### src/rtl/axis_fifo_pkg.sv
// Shared definitions for the AXI-stream packet FIFO.
// A stored entry is the packed beat {tlast, dest, user, data}.
package axis_fifo_pkg;

  function automatic int axis_fifo_entry_width(input int data_width,
                                               input int user_width,
                                               input int dest_width);
    return data_width + user_width + dest_width + 1;
  endfunction

endpackage

### src/rtl/axi_stream.sv
// AXI-stream bundle used between datapath blocks.
// The master drives the beat and valid; the slave drives ready.
interface axi_stream #(
  parameter int DATA_WIDTH = 32,
  parameter int USER_WIDTH = 32,
  parameter int DEST_WIDTH = 32
);
  logic                  valid;
  logic                  ready;
  logic [DATA_WIDTH-1:0] data;
  logic [USER_WIDTH-1:0] user;
  logic [DEST_WIDTH-1:0] dest;
  logic                  tlast;

  modport master (output valid, data, user, dest, tlast, input ready);
  modport slave  (input valid, data, user, dest, tlast, output ready);
endinterface

### src/rtl/axis_fifo_ram.sv
// Simple dual-port beat storage: synchronous write, asynchronous read.
// Contents are never cleared; the pointers in the top level decide what is valid.
module axis_fifo_ram
  import axis_fifo_pkg::*;
#(
  parameter int DEPTH       = 16,
  parameter int ENTRY_WIDTH = axis_fifo_entry_width(32, 32, 32)
) (
  input  logic                     clock,
  input  logic                     we,
  input  logic [$clog2(DEPTH)-1:0] waddr,
  input  logic [ENTRY_WIDTH-1:0]   wdata,
  input  logic [$clog2(DEPTH)-1:0] raddr,
  output logic [ENTRY_WIDTH-1:0]   rdata
);
  logic [ENTRY_WIDTH-1:0] mem [DEPTH];

  always_ff @(posedge clock) begin
    if (we) mem[waddr] <= wdata;
  end

  assign rdata = mem[raddr];
endmodule

### src/rtl/axis_packet_fifo.sv
// AXI-stream circular buffer with optional store-and-forward packet mode.
// Holds pointers, occupancy counters, the cut-through flag and handshakes.
module axis_packet_fifo
  import axis_fifo_pkg::*;
#(
  parameter int DATA_WIDTH  = 32,
  parameter int USER_WIDTH  = 32,
  parameter int DEST_WIDTH  = 32,
  parameter int DEPTH       = 16,
  parameter int PACKET_MODE = 0
) (
  input  logic                   clock,
  input  logic                   reset,
  input  logic                   flush,
  axi_stream.slave               in,
  axi_stream.master              out,
  output logic [$clog2(DEPTH):0] fill_level,
  output logic [$clog2(DEPTH):0] packets_stored
);
  localparam int AW = $clog2(DEPTH);
  localparam int EW = axis_fifo_entry_width(DATA_WIDTH, USER_WIDTH, DEST_WIDTH);
  localparam logic [AW:0] FULL_LEVEL = (AW+1)'(DEPTH);

  logic [AW-1:0] wp;
  logic [AW-1:0] rp;
  logic          cut_through;
  logic          full;
  logic          cut_active;
  logic          push;
  logic          pop;
  logic          push_last;
  logic          pop_last;
  logic [EW-1:0] wr_entry;
  logic [EW-1:0] rd_entry;

  assign full     = (fill_level == FULL_LEVEL);
  assign in.ready = reset && !full;

  // A full buffer with no tlast stored can never complete a packet, so it
  // streams out immediately instead of waiting a cycle for the flag.
  assign cut_active = cut_through || (full && packets_stored == '0);
  assign out.valid  = (fill_level != '0) &&
                      ((PACKET_MODE == 0) || (packets_stored != '0) || cut_active);

  assign push      = in.valid && in.ready;
  assign pop       = out.valid && out.ready;
  assign push_last = push && in.tlast;
  assign pop_last  = pop && out.tlast;

  assign wr_entry  = {in.tlast, in.dest, in.user, in.data};
  assign out.data  = rd_entry[DATA_WIDTH-1:0];
  assign out.user  = rd_entry[DATA_WIDTH +: USER_WIDTH];
  assign out.dest  = rd_entry[DATA_WIDTH+USER_WIDTH +: DEST_WIDTH];
  assign out.tlast = rd_entry[EW-1];

  axis_fifo_ram #(
    .DEPTH       (DEPTH),
    .ENTRY_WIDTH (EW)
  ) u_ram (
    .clock (clock),
    .we    (push && !flush),
    .waddr (wp),
    .wdata (wr_entry),
    .raddr (rp),
    .rdata (rd_entry)
  );

  always_ff @(posedge clock) begin
    if (!reset || flush) begin
      wp             <= '0;
      rp             <= '0;
      fill_level     <= '0;
      packets_stored <= '0;
      cut_through    <= 1'b0;
    end else begin
      if (push) wp <= wp + 1'b1;
      if (pop)  rp <= rp + 1'b1;

      case ({push, pop})
        2'b10:   fill_level <= fill_level + 1'b1;
        2'b01:   fill_level <= fill_level - 1'b1;
        default: fill_level <= fill_level;
      endcase

      case ({push_last, pop_last})
        2'b10:   packets_stored <= packets_stored + 1'b1;
        2'b01:   packets_stored <= packets_stored - 1'b1;
        default: packets_stored <= packets_stored;
      endcase

      if (pop_last)                           cut_through <= 1'b0;
      else if (full && packets_stored == '0)  cut_through <= 1'b1;
    end
  end
endmodule
### src/flat_wrapper.sv
// flat-port wrapper written by rule: the top's interface ports become plain ports
module axis_packet_fifo_flat import axis_fifo_pkg::*;
#(
  parameter int DATA_WIDTH  = 32,
  parameter int USER_WIDTH  = 32,
  parameter int DEST_WIDTH  = 32,
  parameter int DEPTH       = 16,
  parameter int PACKET_MODE = 0
)
  (clock, reset, flush, fill_level, packets_stored, in_valid, in_data, in_user, in_dest, in_tlast, in_ready, out_valid, out_data, out_user, out_dest, out_tlast, out_ready);
  axi_stream #(.DATA_WIDTH(DATA_WIDTH), .USER_WIDTH(USER_WIDTH), .DEST_WIDTH(DEST_WIDTH)) in_i ();
  axi_stream #(.DATA_WIDTH(DATA_WIDTH), .USER_WIDTH(USER_WIDTH), .DEST_WIDTH(DEST_WIDTH)) out_i ();
  input  logic clock;
  input  logic reset;
  input  logic flush;
  output logic [$clog2(DEPTH):0] fill_level;
  output logic [$clog2(DEPTH):0] packets_stored;
  input wire logic [$bits(in_i.valid)-1:0] in_valid;
  input wire logic [$bits(in_i.data)-1:0] in_data;
  input wire logic [$bits(in_i.user)-1:0] in_user;
  input wire logic [$bits(in_i.dest)-1:0] in_dest;
  input wire logic [$bits(in_i.tlast)-1:0] in_tlast;
  output wire logic [$bits(in_i.ready)-1:0] in_ready;
  output wire logic [$bits(out_i.valid)-1:0] out_valid;
  output wire logic [$bits(out_i.data)-1:0] out_data;
  output wire logic [$bits(out_i.user)-1:0] out_user;
  output wire logic [$bits(out_i.dest)-1:0] out_dest;
  output wire logic [$bits(out_i.tlast)-1:0] out_tlast;
  input wire logic [$bits(out_i.ready)-1:0] out_ready;
  assign in_i.valid = in_valid;
  assign in_i.data = in_data;
  assign in_i.user = in_user;
  assign in_i.dest = in_dest;
  assign in_i.tlast = in_tlast;
  assign in_ready = in_i.ready;
  assign out_valid = out_i.valid;
  assign out_data = out_i.data;
  assign out_user = out_i.user;
  assign out_dest = out_i.dest;
  assign out_tlast = out_i.tlast;
  assign out_i.ready = out_ready;
  axis_packet_fifo #(.DATA_WIDTH(DATA_WIDTH), .USER_WIDTH(USER_WIDTH), .DEST_WIDTH(DEST_WIDTH), .DEPTH(DEPTH), .PACKET_MODE(PACKET_MODE)) u_core (.clock(clock), .reset(reset), .flush(flush), .in(in_i), .out(out_i), .fill_level(fill_level), .packets_stored(packets_stored));
endmodule
### config.mk
export PLATFORM = sky130hd
export DESIGN_NAME = axis_packet_fifo_flat
export DESIGN_NICKNAME = d
export VERILOG_FILES = /design/src/rtl/axis_fifo_pkg.sv /design/src/rtl/axi_stream.sv /design/src/rtl/axis_fifo_ram.sv /design/src/rtl/axis_packet_fifo.sv /design/src/flat_wrapper.sv
export SDC_FILE = /design/constraint.sdc
export NUM_CORES = 1
export LEC_CHECK = 0
export ABC_AREA = 1
export BUFFER_PORTS_ARGS = -buffer_cell sky130_fd_sc_hd__clkbuf_2
export CAP_MARGIN = 30
export CORE_ASPECT_RATIO = 2
export CORE_MARGIN = 1
export CORE_UTILIZATION = 25
export DETAILED_ROUTE_END_ITERATION = 8
export HOLD_SLACK_MARGIN = 0.03
export SLEW_MARGIN = 20
export SYNTH_ARGS = -nofsm -noshare
export SYNTH_HDL_FRONTEND = slang
export SYNTH_SLANG_ARGS = --single-unit
### constraint.sdc
create_clock -name clock -period 6.75 [get_ports clock]
set_input_delay 1.35 -clock clock [delete_from_list [all_inputs] [get_ports clock]]
set_output_delay 1.35 -clock clock [all_outputs]
set_load 0.1 [all_outputs]
==> impl_metrics.py, run 1 <==
metrics = {
    "clock_tree": {
        "cts_buffer_depth": 4,
        "clockRootBuffer": "clkbuf_16",
        "cts_tree": "built",
        "htree_levels": 4,
        "postCtsHoldBufs": 0,
        "clkLatencyLatePin_ns": 0.80,
        "clk_transition_reported_paths_ns": 0.07,
        "cts-buffers-inserted": 146,
        "clock-sinks": 1574,
        "cts-resized-gates": 0,
        "postCtsSetupRepairBufs": 0,
    },
    "finish": {
        "synthToLayoutAreaGrowth_pct": 15.2,
        "final_layout_size_suffix_gt1_frac": 0.104,
        "finish.instance_area_mm2": 0.0716,
        "regArea_mm2": 0.0471,
        "multi_input_area_mm2": 0.0129,
        "fin_cells": 8153,
        "fill_cells": 24717,
        "nets": 4909,
    },
    "sta": {
        "slew_headroom": 0.242,
        "worst_pin_slew_ns": 1.14,
        "timing.final.max_slew_violations": 0,
        "fin_crit_ns": 5.28,
        "fmax_mhz": 189,
        "hold_viol_final": 0,
        "final-setup-viol-count": 0,
        "fin_tns_setup_ns": 0,
        "finalCritPeriodShare": 0.783,
        "skew_ns": 0.0650,
        "rsz0062_at_grt": "no",
    },
    "floorplanning": {
        "start_util": 0.252,
        "io_pins": 211,
        "die-area_mm2": 0.251,
        "core_area_mm2": 0.247,
        "rows": 258,
        "die_w_um": 355,
        "die_y_um": 707,
    },
    "global_routing": {
        "grt_use_total": 0.138,
        "grt_pass1_wl_mm": 257,
        "overflow": 0,
        "grt_pass1_vias": 37650,
        "grt_antenna_before_repair": 37,
        "grt_max_degree": 246,
    },
    "placed_design": {
        "gp_congestion": 0.722,
        "placed_cells": 7892,
        "dp.final_hpwl_mm": 89.9,
        "placed_cell_area_mm2": 0.0668,
        "portBuffers": 210,
    },
    "detailed_routing": {
        "finalWirelength_mm": 180,
        "vias": 38885,
        "wl_per_cell_um": 22.0,
        "vias_per_cell": 4.77,
        "drt-pass1-iter-count": 6,
        "ant_nets": 0,
        "drt_iter0_markers": 3430,
        "drc": 0,
    },
    "logic_synthesis": {
        "synthCells": 4691,
        "ys_seq_area_frac": 0.757,
        "yosysWarnings": 0,
        "synth_cell_types": 26,
        "syn_nets": 4808,
        "synth-seq-cells": 1574,
        "syn_area_mm2": 0.0621,
        "syn_area_per_cell_um2": 13.2,
    },
    "worst_setup_path": {
        "cp-start-kind": "flop",
        "crit_path_max_fanout": 96,
        "crit_type": "flop to output pin",
        "crit_path_end_kind": "output pin",
        "cp.arrival_ns": 3.93,
        "worstSetupEndpoint": "out_user[2]",
        "rr_worst_depth": 13,
        "rrSetupSlack_ns": 2.78,
        "required_ns": 5.40,
        "rr_endpoint": "u_core.packets_stored[4]",
    },
    "hold_path": {
        "hp-class": "flop to flop",
    },
    "job": {
        "drv_cap": 0,
    },
    "outcome": {
        "status": "finished, final reports clean",
    },
    "pwr": {
        "vdd.ir_drop.worst_v": 0.000193,
        "powerDensity_mw_per_mm2": 280,
        "p_leak_nw": 22.8,
    },
}
==> cell type report <==
| class | instances | share of cell area |
|---|---|---|
| sequential | 1574 | 0.658 |
| multi-input combinational | 2568 | 0.180 |
| tap | 3250 | 0.0568 |
| clock buffer | 171 | 0.0527 |
| timing repair buffer | 277 | 0.0274 |
| clock inverter | 81 | 0.0126 |
| inverter | 225 | 0.0123 |
| antenna | 7 | 0.000245 |
==> worst min path at each step <==
stage / from / endpoint / slack, ns / cells after the start
2_1_floorplan: u_core.wp[3] / u_core.wp[3] / 0.47 / 2
3_3_place_gp: u_core.rp[3] / flop / 0.47 / 2
3_5_place_dp: u_core.rp[3] / flop / 0.49 / 2
4_1_cts: u_core.rp[3] / flop / 0.49 / 2
5_1_grt: u_core.rp[3] / flop / 0.51 / 2
6_report: u_core.rp[3] / flop / 0.48 / 2
==> registers in the layout, indices dropped and copies added (netlist names), named ones only <==
register / flops
u_core.fill_level: 5
u_core.packets_stored: 5
u_core.rp: 4
u_core.u_ram.mem: 1552
u_core.wp: 4
==> placed cells by master, fill, tap and decap left out, types with 5 or more instances in the layout <==
master / Yosys / routed
edfxtp_1: 1552 / 1552
nor2_1: 794 / 778
o21ai_0: 707 / 707
o211ai_1: 384 / 384
inv_1: 221 / 220
nand3_1: 211 / 211
a21oi_1: 210 / 210
clkbuf_2: 0 / 210
nand2_1: 163 / 163
clkbuf_16: 0 / 147
o21ai_1: 66 / 66
buf_4: 12 / 35
buf_12: 0 / 29
clkinv_1: 2 / 26
clkbuf_1: 163 / 24
bufinv_16: 0 / 18
dfxtp_1: 22 / 18
clkinv_2: 0 / 17
nor2_4: 0 / 16
ha_1: 13 / 13
inv_6: 0 / 8
clkinvlp_4: 0 / 8
diode_2: 0 / 7
xor2_1: 7 / 7
inv_8: 0 / 5
==> power breakdown <==
group	total, W	internal, W	switching, W
clock network	0.00834	0.00471	0.00363
registers	0.0108	0.0107	0.0000140
logic	0.000950	0.000170	0.000781
total	0.0201	0.0156	0.00443
==> kinds of logic after synthesis <==
family | share of synthesized area
DFF | 0.757
AOI/OAI and AO/OA | 0.126
and+or+nand+nor | 0.0754
buffers and inverters | 0.0371
adders and majority gates | 0.00326
xor gates and xnor gates | 0.00155
==> layer usage <==
| metal | GRT usage | vias up | share of wire |
|---|---|---|---|
| li1 | - | 17431 | - |
| met2 | 0.252 | 1341 | 0.52 |
| met3 | 0.0176 | 357 | 0.054 |
| met4 | 0.0547 | 16 | 0.035 |
| met1 | 0.162 | 19740 | 0.39 |
| met5 | 0 | - | 0.00060 |
==> worst max-delay path, stage by stage, from the launching register on <==
cell and delay [ns]:
dfxtp_4 0.79, inv_8 0.35, buf_12 0.29, o211ai_1 0.35
nand3_1 0.10, nand2_1 0.26, clkbuf_2 0.54
==> synth_stat cells <==
cell type  number  share of area
o211ai_1      384          0.046
or2_2           3        0.00030
inv_1         221          0.013
buf_1          25         0.0015
inv_2           1       0.000060
buf_4          12         0.0014
nand4_1         2        0.00020
a21oi_1       210          0.017
o21ai_1        66         0.0053
clkbuf_1      163         0.0098
xnor2_1         4        0.00056
nor2_1        794          0.048
clkinv_1        2        0.00012
fa_1            2        0.00064
nand2_1       163         0.0098
ha_1           13         0.0026
nand3_1       211          0.017
buf_2         117         0.0094
dfxtp_1        22         0.0071
o21ai_0       707          0.057
inv_4           1        0.00010
edfxtp_1     1552           0.75
a211oi_1        1        0.00012
nand2b_1        1        0.00010
xor2_1          7        0.00099
buf_6           7         0.0013
==> per-stage QoR <==
step / hold WS [ns] / power [W] / setup WS [ns] / util
finish: 0.481 / 0.0201 / 1.47 / 0.290
CTS: 0.488 / 0.0202 / 1.35 / 0.290
global placement: 0.474 / 0.0119 / 2.08 / 0.271
detailed placement: 0.494 / 0.0119 / 2.22 / 0.271
global route: 0.511 / 0.0206 / 1.20 / 0.290
floorplan: 0.472 / 0.0116 / 0.364 / -
(Power assumes the default switching activity.)
==> run 2: changes to the inputs <==
clock period = 4.3 ns   (was 6.75 ns; I/O delays follow)
==> run 2 against run 1 <==
Against the previous run:
- critical path depth is the same
- first-iteration DRC count grew 4.8%
- clock power grew 51%
- sequential share of layout area shrank 1.7 points
- non-clock buffer count grew 56
- register-to-register slack lost 1.7 ns
- clock skew shrank 0.026 ns
- design area grew 2.7%
- critical endpoint is now out_data[2]
- largest cell class unchanged
- largest power group unchanged
==> impl_metrics.py, run 2 (same netlist as run 1, synthesis figures left out) <==
metrics = {
    "pwr": {
        "p_leak_nw": 23.6,
        "powerDensity_mw_per_mm2": 424,
        "vdd.ir_drop.worst_v": 0.000263,
    },
    "floorplanning": {
        "core_area_mm2": 0.247,
        "io_pins": 211,
        "die_w_um": 355,
        "die_y_um": 707,
        "start_util": 0.252,
        "rows": 258,
        "die-area_mm2": 0.251,
    },
    "global_routing": {
        "grt_pass1_vias": 38254,
        "grt_use_total": 0.137,
        "grt_max_degree": 207,
        "grt_antenna_before_repair": 40,
        "grt_pass1_wl_mm": 256,
        "overflow": 0,
    },
    "finish": {
        "nets": 4961,
        "largest_register_ffs": 1552,
        "largest-register": "u_core.u_ram.mem",
        "finish.instance_area_mm2": 0.0735,
        "regArea_mm2": 0.0471,
        "layout_commonest_cell": "edfxtp_1",
        "final_cell_mix": "edfxtp_1, nor2_1, o21ai_0",
        "largestRegisters": "u_core.u_ram.mem x1552, u_core.fill_level x5, u_core.packets_stored x5",
        "fill_cells": 24467,
        "synthToLayoutAreaGrowth_pct": 18.3,
        "final_layout_size_suffix_gt1_frac": 0.113,
        "multi_input_area_mm2": 0.0129,
    },
    "clock_tree": {
        "clkLatencyLatePin_ns": 0.79,
        "clockRootBuffer": "clkbuf_16",
        "htree_levels": 4,
        "clk_transition_reported_paths_ns": 0.06,
        "clock-sinks": 1574,
        "cts_tree": "built",
        "cts-buffers-inserted": 142,
        "cts_buffer_depth": 4,
        "postCtsHoldBufs": 0,
    },
    "worst_setup_path": {
        "required_ns": 3.44,
        "cp-start-kind": "flop",
        "rr_worst_depth": 15,
        "cp.arrival_ns": 3.28,
        "crit_path_max_fanout": 156,
        "crit_type": "flop to output pin",
        "crit_path_end_kind": "output pin",
    },
    "sta": {
        "worst_pin_slew_ns": 1.01,
        "skew_ns": 0.0393,
        "slew_headroom": 0.323,
        "final-setup-viol-count": 0,
        "fmax_mhz": 242,
        "finalCritPeriodShare": 0.963,
        "rsz0062_at_grt": "no",
        "fin_tns_setup_ns": 0,
        "fin_crit_ns": 4.14,
        "timing.final.max_slew_violations": 0,
        "hold_viol_final": 0,
    },
    "placed_design": {
        "dp.final_hpwl_mm": 96.7,
        "gp_congestion": 0.779,
        "portBuffers": 210,
        "placed_cell_area_mm2": 0.0690,
    },
    "detailed_routing": {
        "drt-pass1-iter-count": 8,
        "ant_nets": 0,
        "finalWirelength_mm": 177,
        "vias": 38934,
        "vias_per_cell": 4.75,
        "drt_iter0_markers": 3594,
        "wl_per_cell_um": 21.6,
        "drc": 0,
    },
    "hold_path": {
        "hp-class": "input pin to flop",
        "min_from": "in_dest[18]",
        "hold_path_depth": 1,
    },
    "outcome": {
        "status": "finished, final reports clean",
    },
    "job": {
        "drv_cap": 0,
    },
}
[run 2: cell types whose count changed in the layout (fill, tap and decap cells not counted), moves of 4 or more]
cell / delta
buf_4: +19
clkinv_1: -12
clkinv_2: +8
bufinv_16: -4
clkbuf_2: -85
buf_12: +121
clkbuf_1: +7
[run 2: power by group]
part | internal, W | switching, W
clock | 0.00704 | 0.00553
sequential | 0.0169 | 0.0000189
combinational | 0.000434 | 0.00127
[run 2: repair_timing]
action | CTS | global route
setup buffers | 0 | 1
endpoints found under the setup margin | 0 | 6
resized for setup | 0 | 3
[run 2: stage by stage]
step / hold slack (ns) / power (W) / instances / utilization / worst slack [ns]
floorplan: 0.472 / 0.0182 / 4691 / - / -0.453
global placement: 0.485 / 0.0189 / 7948 / 0.279 / 0.896
detailed placement: 0.498 / 0.0189 / 7949 / 0.280 / 0.914
CTS: 0.399 / 0.0315 / 8190 / 0.298 / 0.0747
global route: 0.465 / 0.0321 / 8196 / 0.298 / 0.0361
finish: 0.470 / 0.0312 / 8199 / 0.298 / 0.160
[run 2: cell type report]
cell class	instances	share of cell area
Multi-Input combinational cell	2568	0.176
Inverter	225	0.0121
Antenna cell	8	0.000272
Clock inverter	65	0.00953
Timing Repair Buffer	333	0.0561
Tap cell	3250	0.0553
Clock buffer	176	0.0509
Sequential cell	1574	0.640
[run 2: worst paths after layout]
kind	end	slack, ns
worst min-delay path	u_core.u_ram.mem[1][82]	0.47
worst max register to register	u_core.packets_stored[4]	1.11
worst min register to register	flop	0.50
worst max-delay path	out_data[2]	0.16
[run 2: per-layer routing]
metal	track usage	wire [µm]	vias up	part of all wire
met2	0.239	89400	1345	0.50
met4	0.0567	6550	28	0.037
met3	0.0246	11400	366	0.064
met1	0.165	69900	19656	0.39
met5	0	166	-	0.00094
li1	-	-	17539	-
[run 2: worst max-delay path: stages, from the launching register on]
cell and delay (ns):
dfxtp_4 0.69, buf_12 0.42, o21ai_0 0.22, o211ai_1 0.25, nand3_1 0.11, nand2_1 0.28
buf_12 0.22
